===== src/rtl/ddr_arb_pkg.sv =====
// Shared types and defaults for the DDR audio arbiter.
// FSM state, requester ID type, default parameters.
package ddr_arb_pkg;

  typedef enum logic {
    ST_IDLE,
    ST_BUSY
  } arb_state_e;

  // 0 = playback, 1 = capture
  typedef logic req_id_t;

  localparam int DEF_ADDR_W  = 32;
  localparam int DEF_DATA_W  = 32;
  localparam int DEF_MAX_OUT = 4;

endpackage


===== src/rtl/ddr_arb_id_fifo.sv =====
// Requester-ID FIFO tracking outstanding reads in issue order.
// Ports: clk, reset, push/din, pop/dout, full, empty, count.
module ddr_arb_id_fifo
  import ddr_arb_pkg::*;
#(
  parameter int DEPTH = DEF_MAX_OUT
) (
  input  logic                     clk,
  input  logic                     reset,
  input  logic                     push,
  input  req_id_t                  din,
  input  logic                     pop,
  output req_id_t                  dout,
  output logic                     full,
  output logic                     empty,
  output logic [$clog2(DEPTH):0]   count
);

  localparam int AW = $clog2(DEPTH);

  req_id_t         mem [DEPTH];
  logic [AW-1:0]   wp;
  logic [AW-1:0]   rp;
  logic [AW:0]     cnt;

  always_ff @(posedge clk) begin
    if (push) mem[wp] <= din;
  end

  always_ff @(posedge clk or posedge reset) begin
    if (reset) begin
      wp  <= '0;
      rp  <= '0;
      cnt <= '0;
    end else begin
      if (push) wp <= wp + AW'(1);
      if (pop)  rp <= rp + AW'(1);
      unique case ({push, pop})
        2'b10:   cnt <= cnt + (AW+1)'(1);
        2'b01:   cnt <= cnt - (AW+1)'(1);
        default: cnt <= cnt;
      endcase
    end
  end

  assign dout  = mem[rp];
  assign full  = (cnt == (AW+1)'(DEPTH));
  assign empty = (cnt == '0);
  assign count = cnt;

endmodule


===== src/rtl/ddr_audio_arb.sv =====
// Two-requester (playback/capture) arbiter onto one Avalon-MM master.
// Ports: clk, reset, rq0/rq1 cmd+ready, rsp0/rsp1_valid, rsp_data,
// avm_* master, err_sticky, outstanding.
// Build option: DDR_ARB_PLAYBACK_PRIO_EN gives requester 0 fixed priority.
module ddr_audio_arb
  import ddr_arb_pkg::*;
#(
  parameter int ADDR_W  = DEF_ADDR_W,
  parameter int DATA_W  = DEF_DATA_W,
  parameter int MAX_OUT = DEF_MAX_OUT
) (
  input  logic                       clk,
  input  logic                       reset,
  input  logic                       rq0_valid,
  input  logic                       rq0_write,
  input  logic [ADDR_W-1:0]          rq0_addr,
  input  logic [DATA_W-1:0]          rq0_wdata,
  output logic                       rq0_ready,
  input  logic                       rq1_valid,
  input  logic                       rq1_write,
  input  logic [ADDR_W-1:0]          rq1_addr,
  input  logic [DATA_W-1:0]          rq1_wdata,
  output logic                       rq1_ready,
  output logic                       rsp0_valid,
  output logic                       rsp1_valid,
  output logic [DATA_W-1:0]          rsp_data,
  output logic [ADDR_W-1:0]          avm_address,
  output logic                       avm_read,
  output logic                       avm_write,
  output logic [DATA_W-1:0]          avm_writedata,
  input  logic                       avm_waitrequest,
  input  logic                       avm_readdatavalid,
  input  logic [DATA_W-1:0]          avm_readdata,
  output logic                       err_sticky,
  output logic [$clog2(MAX_OUT):0]   outstanding
);

  arb_state_e state_q;
  arb_state_e state_d;
  req_id_t    grant_q;
  req_id_t    last_q;
  req_id_t    win;
  req_id_t    fifo_dout;
  logic       e0;
  logic       e1;
  logic       do_grant;
  logic       accept;
  logic       fifo_push;
  logic       fifo_pop;
  logic       fifo_full;
  logic       fifo_empty;

  // reads need a free ID slot; writes never do
  assign e0 = rq0_valid & (rq0_write | ~fifo_full);
  assign e1 = rq1_valid & (rq1_write | ~fifo_full);

`ifdef DDR_ARB_PLAYBACK_PRIO_EN
  assign win = e0 ? 1'b0 : 1'b1;
`else
  assign win = (e0 & e1) ? ~last_q : e1;
`endif

  always_comb begin
    state_d  = state_q;
    do_grant = 1'b0;
    unique case (state_q)
      ST_IDLE: begin
        if (e0 | e1) begin
          do_grant = 1'b1;
          state_d  = ST_BUSY;
        end
      end
      ST_BUSY: begin
        if (!avm_waitrequest) state_d = ST_IDLE;
      end
      default: state_d = ST_IDLE;
    endcase
  end

  assign accept    = (state_q == ST_BUSY) & ~avm_waitrequest;
  assign rq0_ready = accept & (grant_q == 1'b0);
  assign rq1_ready = accept & (grant_q == 1'b1);

  assign fifo_push  = accept & avm_read;
  assign fifo_pop   = avm_readdatavalid & ~fifo_empty;
  assign rsp0_valid = fifo_pop & (fifo_dout == 1'b0);
  assign rsp1_valid = fifo_pop & (fifo_dout == 1'b1);
  assign rsp_data   = avm_readdata;

  always_ff @(posedge clk or posedge reset) begin
    if (reset) begin
      state_q       <= ST_IDLE;
      grant_q       <= 1'b0;
      last_q        <= 1'b1;
      avm_address   <= '0;
      avm_writedata <= '0;
      avm_read      <= 1'b0;
      avm_write     <= 1'b0;
      err_sticky    <= 1'b0;
    end else begin
      state_q <= state_d;
      if (do_grant) begin
        grant_q       <= win;
        last_q        <= win;
        avm_address   <= win ? rq1_addr  : rq0_addr;
        avm_writedata <= win ? rq1_wdata : rq0_wdata;
        avm_write     <= win ? rq1_write : rq0_write;
        avm_read      <= win ? ~rq1_write : ~rq0_write;
      end else if (accept) begin
        avm_read  <= 1'b0;
        avm_write <= 1'b0;
      end
      // return with nothing outstanding is dropped and flagged
      if (avm_readdatavalid & fifo_empty) err_sticky <= 1'b1;
    end
  end

  ddr_arb_id_fifo #(
    .DEPTH (MAX_OUT)
  ) u_id_fifo (
    .clk   (clk),
    .reset (reset),
    .push  (fifo_push),
    .din   (grant_q),
    .pop   (fifo_pop),
    .dout  (fifo_dout),
    .full  (fifo_full),
    .empty (fifo_empty),
    .count (outstanding)
  );

endmodule


===== config.mk =====
export PLATFORM = sky130hd
export DESIGN_NAME = ddr_audio_arb
export DESIGN_NICKNAME = d
export VERILOG_FILES = /design/src/rtl/ddr_arb_pkg.sv /design/src/rtl/ddr_arb_id_fifo.sv /design/src/rtl/ddr_audio_arb.sv
export SDC_FILE = /design/constraint.sdc
export NUM_CORES = 1
export LEC_CHECK = 0
export CORE_MARGIN = 2
export CORE_UTILIZATION = 41
export CTS_CLUSTER_SIZE = 10
export DETAILED_ROUTE_END_ITERATION = 10
export PLACE_DENSITY = 0.95
export SLEW_MARGIN = 20
export SYNTH_ARGS = -nofsm -noshare
export SYNTH_HDL_FRONTEND = slang
export SYNTH_SLANG_ARGS = --single-unit

===== constraint.sdc =====
create_clock -name clk -period 5.5 [get_ports clk]
set_input_delay 0.825 -clock clk [delete_from_list [all_inputs] [get_ports clk]]
set_output_delay 0.825 -clock clk [all_outputs]
set_load 0.05 [all_outputs]

==> results by group <==
Finish
  – Fillers: between 800 and 900
  – Fin area: about 6600 sq um
  – Area Growth Syn to Fin: 46.69%
  – Commonest non-fill, non-tap cell in the layout: clkdlybuf4s50_1
  – Most frequent cells in the layout: clkdlybuf4s50_1 (209), dfrtp_1 (76), nand2_1 (70)
  – Share of cells above drive strength 1: 16.08%
  – Number of antenna diodes: 0
  – Layout Nets: between 700 and 800

Run status
  – Outcome: complete, no violations

Synthesis
  – Mapped Nets: ~570
  – Syn Area/Cell: 11.41 sq um
  – Number of synthesized flops with an enable pin: 4
  – Mapped Area: 4494 sq um
  – Ys Warns: 0
  – Register area share after synthesis: 45.57%
  – Netlist cell types: 41
  – Synth Instances: between 300 and 400
  – FFs w/ async S/R, synth: 95.06%
  – Main synth FF type: dfrtp_1
  – Register bit total from synthesis: 81

Floorplan
  – Die Wd: roughly 110 um
  – Initial Utilization: 41.83%
  – Core area: about 11000 sq um
  – Core Rows: 38
  – Boundary pin count: around 270
  – Die Height: around 110 um
  – DIE AREA: ~12000 sq um

Placed design
  – Number of port buffers: ~210
  – HPWL after detailed placement: approximately 8700 um
  – Gpl congestion: between 0.7 and 0.8
  – Cell area after placement: 6345 sq um

Power and ir drop
  – Max IR drop VDD: around 0.37 mV
  – Pwr Density: between 600 and 700 nW/um^2
  – Pleak: around 2.7 nW

Clock tree
  – Clk_lat worst skew: between 0.3 and 0.4 ns
  – CTS Buffer Depth: 2
  – Clock Pin Slew Worst Setup and Hold Paths: ~0.080 ns
  – H-tree depth: 3
  – CTS root buf: clkbuf_8
  – CTS Hold Buffers Added: 0
  – TritonCTS clock tree: done
  – CTS resizes: 0
  – Sink Count: 81
  – Post-CTS setup buffer count: 0
  – Num CTS Buffers: 9

Worst setup path
  – Slowest cell on the critical path: clkdlybuf4s50_1
  – Crit path cell chain: clkdlybuf4s50_1 -> nor2_1 -> and2_1 -> clkdlybuf4s50_1
  – CP startpoint kind: input port
  – Maximum fanout along the worst path: 7
  – Crit end category: output pin
  – CP required: about 4.7 ns
  – CP most frequent cell: clkdlybuf4s50_1
  – CP max stage delay: 0.81 ns
  – CP arrival: 2.56 ns
  – CP Class: input port to output pin
  – R2R cell count: 5

Hold path
  – Hold Path Class: register to register
  – Hold depth: 1

Routing
  – DRC Markers: 0
  – Antenna viol nets, final: 0
  – TritonRoute pass-1 iters: 4
  – Vias after detailed routing: 3718
  – WL final: 11970 um
  – Wire length per cell: roughly 17 um
  – Via/cell ratio: around 5.3
  – Iteration-0 DRC count of the detailed router: about 190

Timing
  – RSZ-0062 raised after global routing: false
  – Worst Max-Slew Pin Slew: ~1.1 ns
  – Final period util: roughly 62%
  – Fmax: 295.6 MHz
  – Slew Limit Headroom: approximately 29%
  – # setup viols final: 0
  – Clock Skews: approximately 0.0096 ns
  – Total negative slack: 0 ns
  – Final Hold Viols: 0
  – Slew Viols, Final: 0
  – Period minus WS final: 3.383 ns

Global route
  – GRT Util Overall: roughly a fifth
  – First-pass GRT wire length: about 19000 um
  – Vias in the first global route: slightly below 4000
  – Initial antenna violation count: 0
  – Largest net degree at the start of global routing: 78
  – GRT Residual Overflow: 0

Run
  – Max Cap Viol: 0
==> Yosys cell counts (2+ instances only) <==
| cell type | instances | area share, % |
|---|---|---|
| and2_1 | 2 | 0.28 |
| ha_1 | 5 | 1.4 |
| nand2b_1 | 2 | 0.28 |
| nor2_1 | 4 | 0.33 |
| buf_6 | 14 | 3.5 |
| buf_4 | 32 | 5.3 |
| nand2_1 | 70 | 5.8 |
| o21ai_0 | 2 | 0.22 |
| a2bb2oi_2 | 60 | 20 |
| xor2_1 | 2 | 0.39 |
| and3_1 | 4 | 0.56 |
| buf_2 | 9 | 1.0 |
| a2bb2oi_1 | 4 | 0.78 |
| a21oi_1 | 67 | 7.5 |
| edfxtp_1 | 4 | 2.7 |
| inv_1 | 8 | 0.67 |
| clkbuf_1 | 3 | 0.25 |
| xnor2_1 | 4 | 0.78 |
| dfrtp_1 | 76 | 42 |
==> cells by family after synthesis <==
group           after synthesis  share of synthesized area [%]
compound gates              139                          30.15
xor+xnor                      6                          1.169
fa+ha+maj                     6                          1.837
buf+inv                      67                          11.11
flops                        81                          45.57
mux                           3                         0.9743
simple gates                 92                          9.187
==> worst max-delay path, delay by kind of cell <==
| family | cells | cell delay [ns] |
|---|---|---|
| simple gates | 2 | 0.47 |
| buf+inv | 2 | 1.26 |
==> sequential cells by signal (all words and copies together) (netlist names), 2 cells and up <==
name             count
avm_writedata       32
u_id_fifo.count      3
u_id_fifo.mem        4
u_id_fifo.rp         2
avm_address         32
u_id_fifo.wp         2
==> power by group <==
part,switching (mW),internal [mW],total (mW)
clock,0.220,0.269,0.488
combinational,1.47,0.997,2.47
sequential,0.237,0.889,1.13
total,1.93,2.15,4.08
==> worst paths after layout <==
kind,startpoint,endpoint,slack [ns]
hold / removal,err_sticky,err_sticky,0.49
setup / recovery,avm_waitrequest,rq1_ready,2.12
hold reg to reg,err_sticky,err_sticky,0.49
max in group asynchronous,reset,avm_address[29],4.04
setup reg to reg,u_id_fifo.count[0],avm_address[12],2.63
min in group asynchronous,reset,avm_writedata[20],0.88
==> area by class of cell <==
| cell class | count | area, sq um | share of cell area (%) |
|---|---|---|---|
| inverters | 8 | 31.28 | 0.4745 |
| flip-flops and latches | 81 | 2048 | 31.07 |
| well taps | 140 | 175.2 | 2.657 |
| multi-input cells | 246 | 1961 | 29.74 |
| clock inverters | 5 | 78.83 | 1.196 |
| clock buffers | 11 | 141.4 | 2.145 |
| repair buffers | 215 | 2157 | 32.72 |
==> routing by layer <==
layer  global-route usage, %  routed length, um
met1                   23.68               4607
met2                   36.21               6236
met3                   5.140                955
met4                   7.601                169
met5                       0                  0
==> stage by stage <==
step | util (%) | setup slack [ns] | std cells | power, mW | hold slack [ns]
after floorplan | - | 2.710 | 394 | 2.902 | 0.4528
after global placement | 59.05 | 1.983 | 689 | 3.548 | 0.4428
after detailed placement | 59.05 | 1.888 | 689 | 3.619 | 0.4717
after CTS | 61.10 | 2.121 | 705 | 4.114 | 0.4904
after global routing | 61.35 | 2.048 | 706 | 4.282 | 0.5196
final | 61.35 | 2.117 | 706 | 4.083 | 0.4948
(Power assumes the default switching activity.)
